--- config.mk ---
export PLATFORM = sky130hd
export DESIGN_NAME = booth_product_accum_flat
export DESIGN_NICKNAME = d
export VERILOG_FILES = /design/src/rtl/booth_product_accum_if.sv /design/src/rtl/booth_product_accum.sv /design/src/flat_wrapper.sv
export SDC_FILE = /design/constraint.sdc
export NUM_CORES = 1
export LEC_CHECK = 0
export CELL_PAD_IN_SITES_DETAIL_PLACEMENT = 1
export CELL_PAD_IN_SITES_GLOBAL_PLACEMENT = 1
export CORE_ASPECT_RATIO = 0.7
export CORE_UTILIZATION = 30
export CTS_BUF_LIST = sky130_fd_sc_hd__clkbuf_16
export CTS_CLUSTER_SIZE = 30
export DETAILED_ROUTE_END_ITERATION = 10
export PLACE_DENSITY = 0.64
export SYNTH_ARGS = -nofsm -noshare
export SYNTH_HDL_FRONTEND = slang
export SYNTH_SLANG_ARGS = --single-unit
--- constraint.sdc ---
create_clock -name clk -period 2.8 [get_ports clk]
set_input_delay 0.56 -clock clk [delete_from_list [all_inputs] [get_ports clk]]
set_output_delay 0.56 -clock clk [all_outputs]
set_load 0.03 [all_outputs]
--- src/rtl/booth_product_accum_if.sv ---
// Handshake bundle for the product-accumulate stage:
// product stream in, completed sums out.
interface booth_product_accum_if #(
    parameter int PROD_W = 8,
    parameter int ACC_W  = 16
);
    logic              in_valid;
    logic              in_ready;
    logic [PROD_W-1:0] in_prod;
    logic              out_valid;
    logic              out_ready;
    logic [ACC_W-1:0]  out_acc;
    logic              out_ovf;

    modport master (
        output in_valid, in_prod, out_ready,
        input  in_ready, out_valid, out_acc, out_ovf
    );

    modport slave (
        input  in_valid, in_prod, out_ready,
        output in_ready, out_valid, out_acc, out_ovf
    );
endinterface

--- src/rtl/booth_product_accum.sv ---
// Sums N_TERMS signed products into a signed accumulator and
// presents each finished sum with a sticky overflow flag.
module booth_product_accum #(
    parameter int PROD_W  = 8,
    parameter int ACC_W   = 16,
    parameter int N_TERMS = 4,
    parameter int SAT     = 1
) (
    input logic                 clk,
    input logic                 rst,
    input logic                 clear,
    booth_product_accum_if.slave bus
);
    localparam int CW = $clog2(N_TERMS + 1);
    localparam logic [CW-1:0] LAST = CW'(N_TERMS);
    localparam logic [ACC_W-1:0] MAXV = {1'b0, {(ACC_W-1){1'b1}}};
    localparam logic [ACC_W-1:0] MINV = {1'b1, {(ACC_W-1){1'b0}}};

    typedef enum logic [1:0] {IDLE, ACCUM, DONE} state_t;

    state_t           state;
    logic [ACC_W-1:0] acc;
    logic [CW-1:0]    cnt;
    logic             ovf;
    logic             rdy;
    logic             vld;
    logic [ACC_W-1:0] oacc;
    logic             oovf;

    logic [ACC_W-1:0] prod_x;
    logic [ACC_W:0]   sum_w;
    logic             add_ovf;
    logic [ACC_W-1:0] sum_f;
    logic             first;
    logic [ACC_W-1:0] nxt_acc;
    logic             nxt_ovf;
    logic [CW-1:0]    nxt_cnt;
    logic             fin;
    logic             accept;
    logic             emit;

    assign prod_x = ACC_W'($signed(bus.in_prod));
    assign sum_w  = {acc[ACC_W-1], acc} + {prod_x[ACC_W-1], prod_x};

    // Overflow: like-signed operands yielding a differently-signed result
    assign add_ovf = (acc[ACC_W-1] == prod_x[ACC_W-1]) &&
                     (sum_w[ACC_W-1] != acc[ACC_W-1]);

    always_comb begin
        sum_f = sum_w[ACC_W-1:0];
        if (add_ovf && (SAT != 0))
            sum_f = acc[ACC_W-1] ? MINV : MAXV;
    end

    assign first   = (state == IDLE);
    assign nxt_acc = first ? prod_x : sum_f;
    assign nxt_ovf = first ? 1'b0 : (ovf | add_ovf);
    assign nxt_cnt = first ? CW'(1) : cnt + CW'(1);
    assign fin     = (nxt_cnt == LAST);

    assign accept = bus.in_valid & rdy;
    assign emit   = vld & bus.out_ready;

    always_ff @(posedge clk or posedge rst) begin
        if (rst) begin
            state <= IDLE;
            acc   <= '0;
            cnt   <= '0;
            ovf   <= 1'b0;
            rdy   <= 1'b0;
            vld   <= 1'b0;
            oacc  <= '0;
            oovf  <= 1'b0;
        end else if (clear) begin
            state <= IDLE;
            acc   <= '0;
            cnt   <= '0;
            ovf   <= 1'b0;
            rdy   <= 1'b1;
            vld   <= 1'b0;
        end else begin
            unique case (state)
                IDLE, ACCUM: begin
                    rdy <= 1'b1;
                    if (accept) begin
                        acc <= nxt_acc;
                        ovf <= nxt_ovf;
                        cnt <= nxt_cnt;
                        if (fin) begin
                            state <= DONE;
                            rdy   <= 1'b0;
                            vld   <= 1'b1;
                            oacc  <= nxt_acc;
                            oovf  <= nxt_ovf;
                        end else begin
                            state <= ACCUM;
                        end
                    end
                end
                DONE: begin
                    if (emit) begin
                        state <= IDLE;
                        vld   <= 1'b0;
                        rdy   <= 1'b1;
                    end
                end
                default: begin
                    state <= IDLE;
                    rdy   <= 1'b1;
                    vld   <= 1'b0;
                end
            endcase
        end
    end

    assign bus.in_ready  = rdy;
    assign bus.out_valid = vld;
    assign bus.out_acc   = oacc;
    assign bus.out_ovf   = oovf;
endmodule

--- src/flat_wrapper.sv ---
// flat-port wrapper written by rule: the top's interface ports become plain ports
module booth_product_accum_flat 
#(
    parameter int PROD_W  = 8,
    parameter int ACC_W   = 16,
    parameter int N_TERMS = 4,
    parameter int SAT     = 1
)
  (clk, rst, clear, bus_in_valid, bus_in_prod, bus_out_ready, bus_in_ready, bus_out_valid, bus_out_acc, bus_out_ovf);
  booth_product_accum_if #(.PROD_W(PROD_W), .ACC_W(ACC_W)) bus_i ();
  input logic clk;
  input logic rst;
  input logic clear;
  input wire logic [$bits(bus_i.in_valid)-1:0] bus_in_valid;
  input wire logic [$bits(bus_i.in_prod)-1:0] bus_in_prod;
  input wire logic [$bits(bus_i.out_ready)-1:0] bus_out_ready;
  output wire logic [$bits(bus_i.in_ready)-1:0] bus_in_ready;
  output wire logic [$bits(bus_i.out_valid)-1:0] bus_out_valid;
  output wire logic [$bits(bus_i.out_acc)-1:0] bus_out_acc;
  output wire logic [$bits(bus_i.out_ovf)-1:0] bus_out_ovf;
  assign bus_i.in_valid = bus_in_valid;
  assign bus_i.in_prod = bus_in_prod;
  assign bus_i.out_ready = bus_out_ready;
  assign bus_in_ready = bus_i.in_ready;
  assign bus_out_valid = bus_i.out_valid;
  assign bus_out_acc = bus_i.out_acc;
  assign bus_out_ovf = bus_i.out_ovf;
  booth_product_accum #(.PROD_W(PROD_W), .ACC_W(ACC_W), .N_TERMS(N_TERMS), .SAT(SAT)) u_core (.clk(clk), .rst(rst), .clear(clear), .bus(bus_i));
endmodule
# [Yosys cells after proc, flatten, opt, wreduce, memory -nomap -nowiden]
# Index checks and enable logic that the tools add are counted.
[word_totals] regBits=41 rom_bits=0 mem_count=0 latch_bits=0 input_bits=13 ram_bits=0 word_cells=60
[op_classes] n_addsub=2 n_reduce_logical=9 n_shift=0 n_bitwise=4 n_eq_ne=8 n_div=0 mul=0 mux=29 magnitude_cmp=0
[op_table] cell="$mux 16" n=6
[op_table] cell="$add 16x8->16" n=1
[op_table] cell="$mux 1" n=12
[op_table] cell="$mux 3" n=4
[op_table] cell="$ne 3x2->1 const B" n=3
[op_table] cell="$mux 2" n=4
[op_table] cell="$pmux 1 s2" n=2
[op_table] cell="$pmux 2 s2" n=1
[op_table] cell="$reduce_and 2->1" n=2
[op_table] cell="$reduce_and 4->1" n=1
[op_table] cell="$reduce_bool 2->1" n=2
[op_table] cell="$add 3x1->3 const B" n=1
[op_table] cell="$eq 3x3->1 const B" n=1
[op_table] cell="$reduce_and 3->1" n=1
[op_table] cell="$and 1x1->1" n=2
[op_table] cell="$eq 2x1->1 const B" n=1
[op_table] cell="$eq 2x2->1 const B" n=1
[op_table] cell="$logic_not 2->1" n=1
[op_table] cell="$reduce_or 2->1" n=1
[op_table] cell="$eq 1x1->1" n=1
[op_table] cell="$logic_and 1x1->1" n=1
[op_table] cell="$ne 1x1->1" n=1
[op_table] cell="$not 1->1" n=1
[op_table] cell="$or 1x1->1" n=1

# [Longest topological paths before layout]
[logic_depth] ltp_word=8 mapped_depth=10

# [Worst setup path after synthesis]
# No wires, ideal clock.
[synth_timing] kind="input -> register" start="input bus_in_prod[0]" end="register u_core.acc[12]" setup_slack_ns=0.302 t_required_ns=2.667 stages=8 setup_ns=0.133 arrival_ns=2.365 path_cell_list="ha_1 -> fa_1 -> a211oi_1 -> o21ba_2 -> a21boi_1 -> or3_1 -> a211oi_2 -> o21ai_0"
[synth_between] elab_chain_cells=8
[synth_rtl] element="from (decl)" line="flat_wrapper.sv:15" rtl="input wire logic [$bits(bus_i.in_prod)-1:0] bus_in_prod;"
[synth_rtl] element="$add 16x8->16 *" line="booth_product_accum.sv:43" rtl="assign sum_w = {acc[ACC_W-1], acc} + {prod_x[ACC_W-1], prod_x};"
[synth_rtl] element="$ne 1x1->1" line="booth_product_accum.sv:47" rtl="(sum_w[ACC_W-1] != acc[ACC_W-1]);"
[synth_rtl] element="$logic_and 1x1->1" line="booth_product_accum.sv:46" rtl="assign add_ovf = (acc[ACC_W-1] == prod_x[ACC_W-1]) &&"
[synth_rtl] element="$mux 16 *" line="booth_product_accum.sv:51" rtl="if (add_ovf && (SAT != 0))"
[synth_rtl] element="$mux 16 *" line="booth_product_accum.sv:56" rtl="assign nxt_acc = first ? prod_x : sum_f;"
[synth_rtl] element="$mux 16 *" line="booth_product_accum.sv:85" rtl="if (accept) begin"
[synth_rtl] element="$mux 16 *" line="booth_product_accum.sv:82" rtl="unique case (state)"
[synth_rtl] element="$mux 16 *" line="booth_product_accum.sv:74" rtl="end else if (clear) begin"
[synth_rtl] element="to (signal assigned)" line="booth_product_accum.sv:86" rtl="acc <= nxt_acc;"
[synth_rtl] element="to (decl)" line="booth_product_accum.sv:22" rtl="logic [ACC_W-1:0] acc;"
# Mark *: on every way between the ends. The rest lies on a longest branch, timed or not. The select of a mux whose other input is x is not followed.
# A chain may end at the register's enable or synchronous reset.

# [Final worst setup path]
[layout_timing] start="input bus_in_prod[7]" end="register u_core.acc[3]"
[layout_between] elab_chain_cells=8 elab_cells_between_ends=9 classes_between="add/sub: 1; eq/ne: 2; mux: 5; reduce/logical: 1"
[layout_rtl] element="$add 16x8->16" line="booth_product_accum.sv:43"
[layout_rtl] element="$ne 1x1->1" line="booth_product_accum.sv:47"
[layout_rtl] element="$logic_and 1x1->1 *" line="booth_product_accum.sv:46"
[layout_rtl] element="$mux 16 *" line="booth_product_accum.sv:51"
[layout_rtl] element="$mux 16 *" line="booth_product_accum.sv:56"
[layout_rtl] element="$mux 16 *" line="booth_product_accum.sv:85"
[layout_rtl] element="$mux 16 *" line="booth_product_accum.sv:82"
[layout_rtl] element="$mux 16 *" line="booth_product_accum.sv:74"
# Marked as above.

==> results.toml <==
[outcome]
status = "finished clean"

[worst_hold_path]
min_path_type = "reg -> reg"
whs_path_depth = 2
min_delay_worst_endpoint = "u_core.acc[6]$_DFFE_PP0P_"
holdCritStartpoint = "u_core.acc[6]$_DFFE_PP0P_"

[routing]
dr.pass1.iters = 4
dr.first_iter.drc_count = 98
vias_per_cell = 5.23
drc_errors = 0
vias = 2789
post_drt_wl_per_cell_um = 16.9
wl_mm = 8.99
ant_nets = 0

[logic_synthesis]
avgSynthCellArea_sq_um = 8.51
yosysWarnings = 0
ys_types = 58
yosysSeqAreaShare_pct = 36.3
synth_edf_count = 0
synth_nets = 362
async_reset_ff_share_pct = 100
syn_inst = 332
synth-seq-cells = 41
synth_top_area_cell = "dfrtp_1"
synth_top_area_share_pct = 36.3
synthTopCellsByArea = "dfrtp_1 (36%), ha_1 (7.1%), o21ai_0 (6.2%), nand2_1 (5.3%), nor2_1 (5.3%)"
synth_top_flop_cell = "dfrtp_1"
syn_area_sq_um = 2830

[global_route]
grt_pass1_wl_mm = 15.3
grt_start_max_net_pins = 42
grt_overflow = 0
track_usage_pct = 19.8
antenna_found_initial = 0
grt_pass1_vias = 2920

[finish]
final_cell_mix = "buf_4 (55), dfrtp_1 (41), nor2_1 (40), nand2_1 (40), o21ai_0 (34)"
nFillCells = 1066
fin_cells = 533
fin_area_sq_um = 3840
final_common_cell = "buf_4"
area_growth_pct = 35.8
nNetsFinal = 438
drive_gt1_share_pct = 20.3
antenna_cells = 0

[floorplanning]
dieWidth_um = 118
rows = 29
start_util_pct = 31.0
core_sq_um = 9110
top_level_ports = 32
fp.dieH_um = 83.2
dieArea_sq_um = 9820

[sta]
fin_setup_tns_ps = 0
max_freq_ghz = 0.382
tightest_slew_ps = 544
layout_min_cycle_time_ps = 2620
hold_viol = 0
setup_ws_ps = 179
relSlewSlack_pct = 63.7
slew_viol_final = 0
rsz0062_at_grt = "no"
final-setup-viol-count = 0
min_period_over_period_pct = 93.6
skew_ps = 3.23

[critical_path]
required_ps = 2960
cp-start-kind = "primary input"
rr_endpoint = "u_core.bus.out_acc[10]$_DFFE_PP0P_"
crit_family = "compound AO/OA/AOI/OAI gates"
reg2reg_depth = 8
path_buf_inv = 3
cp_cell_sequence = "dlygate4sd2_1, ha_1, a211o_1, nand2_1, o2111ai_2, o211a_1, buf_4, buf_4, o21ai_0, nand3_1"
cpMaxStageDelayCell = "ha_1"
setup.worst_path.class = "in -> reg"
cp_common_cell = "buf_4"
reg2reg_slack_ps = 420
critPathArrivalTime_ps = 2780
path_max_fanout = 7
end_kind = "flop"
cpPeakStageDelay_ps = 390
rr_startpoint = "u_core.acc[0]$_DFFE_PP0P_"

[clock_network]
clock_sinks = 41
cts_tree = "built"
cts_buffer_depth = 2
cts_root_buf = "clkbuf_16"
cts-buffers-inserted = 5
insertion_delay_ps = 290
path_clk_slew_ps = 60
h-tree-depth = 2
hold_buffers = 0

[flow_run]
cap_viol_max_count = 0

[power_and_ir_drop]
vdd_drop_max_uv = 230
p_per_area_nw_per_um2 = 517
power.leakage_nw = 1.79

[placed_design]
placed_area_sq_um = 3590
dpl.cell_count = 523
dp_slack_ps = -461
dp_hpwl_mm = 6.89
place_congestion = 0.840
io_buffers = 31
-- tightest hold or removal path: cells and delay by family, from the launching register on --
family	cells	cell delay, ps
flops	1	350
simple gates	2	110
-- cell usage after synthesis, types with 3 or more instances --
master,count
dfrtp_1,41
nand2_1,40
nor2_1,40
o21ai_0,35
a21oi_1,21
ha_1,16
a21o_1,11
nand3_1,11
o211ai_1,11
clkbuf_1,9
a211oi_1,6
nor3_1,6
or3_1,5
nor2b_1,4
o21a_1,4
o21ai_1,4
o31ai_1,4
xnor2_1,4
buf_2,3
buf_4,3
inv_1,3
o211a_1,3
xor2_1,3
-- power breakdown --
part	internal [mW]	switching, mW	total [mW]
Clock	0.414	0.236	0.651
Sequential	0.626	0.0258	0.651
Combinational	0.317	0.364	0.681
Total	1.36	0.626	1.98
-- per-stage QoR --
| stage | utilization (%) | total power, mW | hold slack [ps] |
|---|---|---|---|
| after detailed placement | 39.4 | 1.30 | 476 |
| after floorplan | - | 1.03 | 453 |
| final | 42.1 | 1.98 | 488 |
| after CTS | 41.3 | 1.97 | 490 |
| after global placement | 39.4 | 1.29 | 469 |
| after global routing | 42.1 | 2.10 | 519 |
-- routing by layer --
layer / part of all wire [%] / vias up / track usage, %
met5: 0 / - / 0
met4: 0.72 / 0 / 5.59
met3: 4.3 / 7 / 3.91
met2: 42 / 45 / 27.8
met1: 53 / 1371 / 30.2
li1: - / 1366 / -
-- cells by family (layout without fill, tap and decap cells) --
logic type	Yosys count	count (layout)	share of synthesized area, %
compound gates	121	121	28.8
flops	41	41	36.3
buf+inv	21	98	4.25
simple gates	125	125	20.7
xor+xnor	7	7	2.17
fa+ha+maj	17	17	7.79
-- worst max path at each step --
stage                         startpoint                            endpoint  cells after the start
after CTS                 bus_in_prod[0]  u_core.bus.out_acc[12]$_DFFE_PP0P_                      9
after global routing      bus_in_prod[1]           u_core.acc[3]$_DFFE_PP0P_                     10
after detailed placement  bus_in_prod[0]          u_core.acc[10]$_DFFE_PP0P_                      9
after floorplan           bus_in_prod[0]          u_core.acc[12]$_DFFE_PP0P_                      8
after global placement    bus_in_prod[0]  u_core.bus.out_acc[10]$_DFFE_PP0P_                      9
final                     bus_in_prod[7]           u_core.acc[3]$_DFFE_PP0P_                     10
-- final cells by class --
cell class / count / area, sq um / area share [%]
clock buffers: 5 / 125 / 3.26
clock inverters: 3 / 37.5 / 0.978
inverters: 3 / 11.3 / 0.293
multi-input cells: 270 / 1750 / 45.5
flip-flops and latches: 41 / 1030 / 26.7
well taps: 124 / 155 / 4.04
repair buffers: 87 / 736 / 19.2
-- registers in the layout, summed over array words and instances (netlist names) --
| name | cells |
|---|---|
| u_core.state | 2 |
| u_core.cnt | 3 |
| u_core.bus.out_ovf | 1 |
| u_core.bus.out_acc | 16 |
| u_core.bus.in_ready | 1 |
| u_core.bus.out_valid | 1 |
| u_core.ovf | 1 |
| u_core.acc | 16 |
-- timing repair --
item,4_1_cts,5_1_grt
buffers inserted,0,2
gates resized for setup,4,13
pin swaps,0,7
hold endpoints to repair,0,0
endpoints found under the setup margin,23,7
No activity file was read; power rests on OpenSTA's default activity.
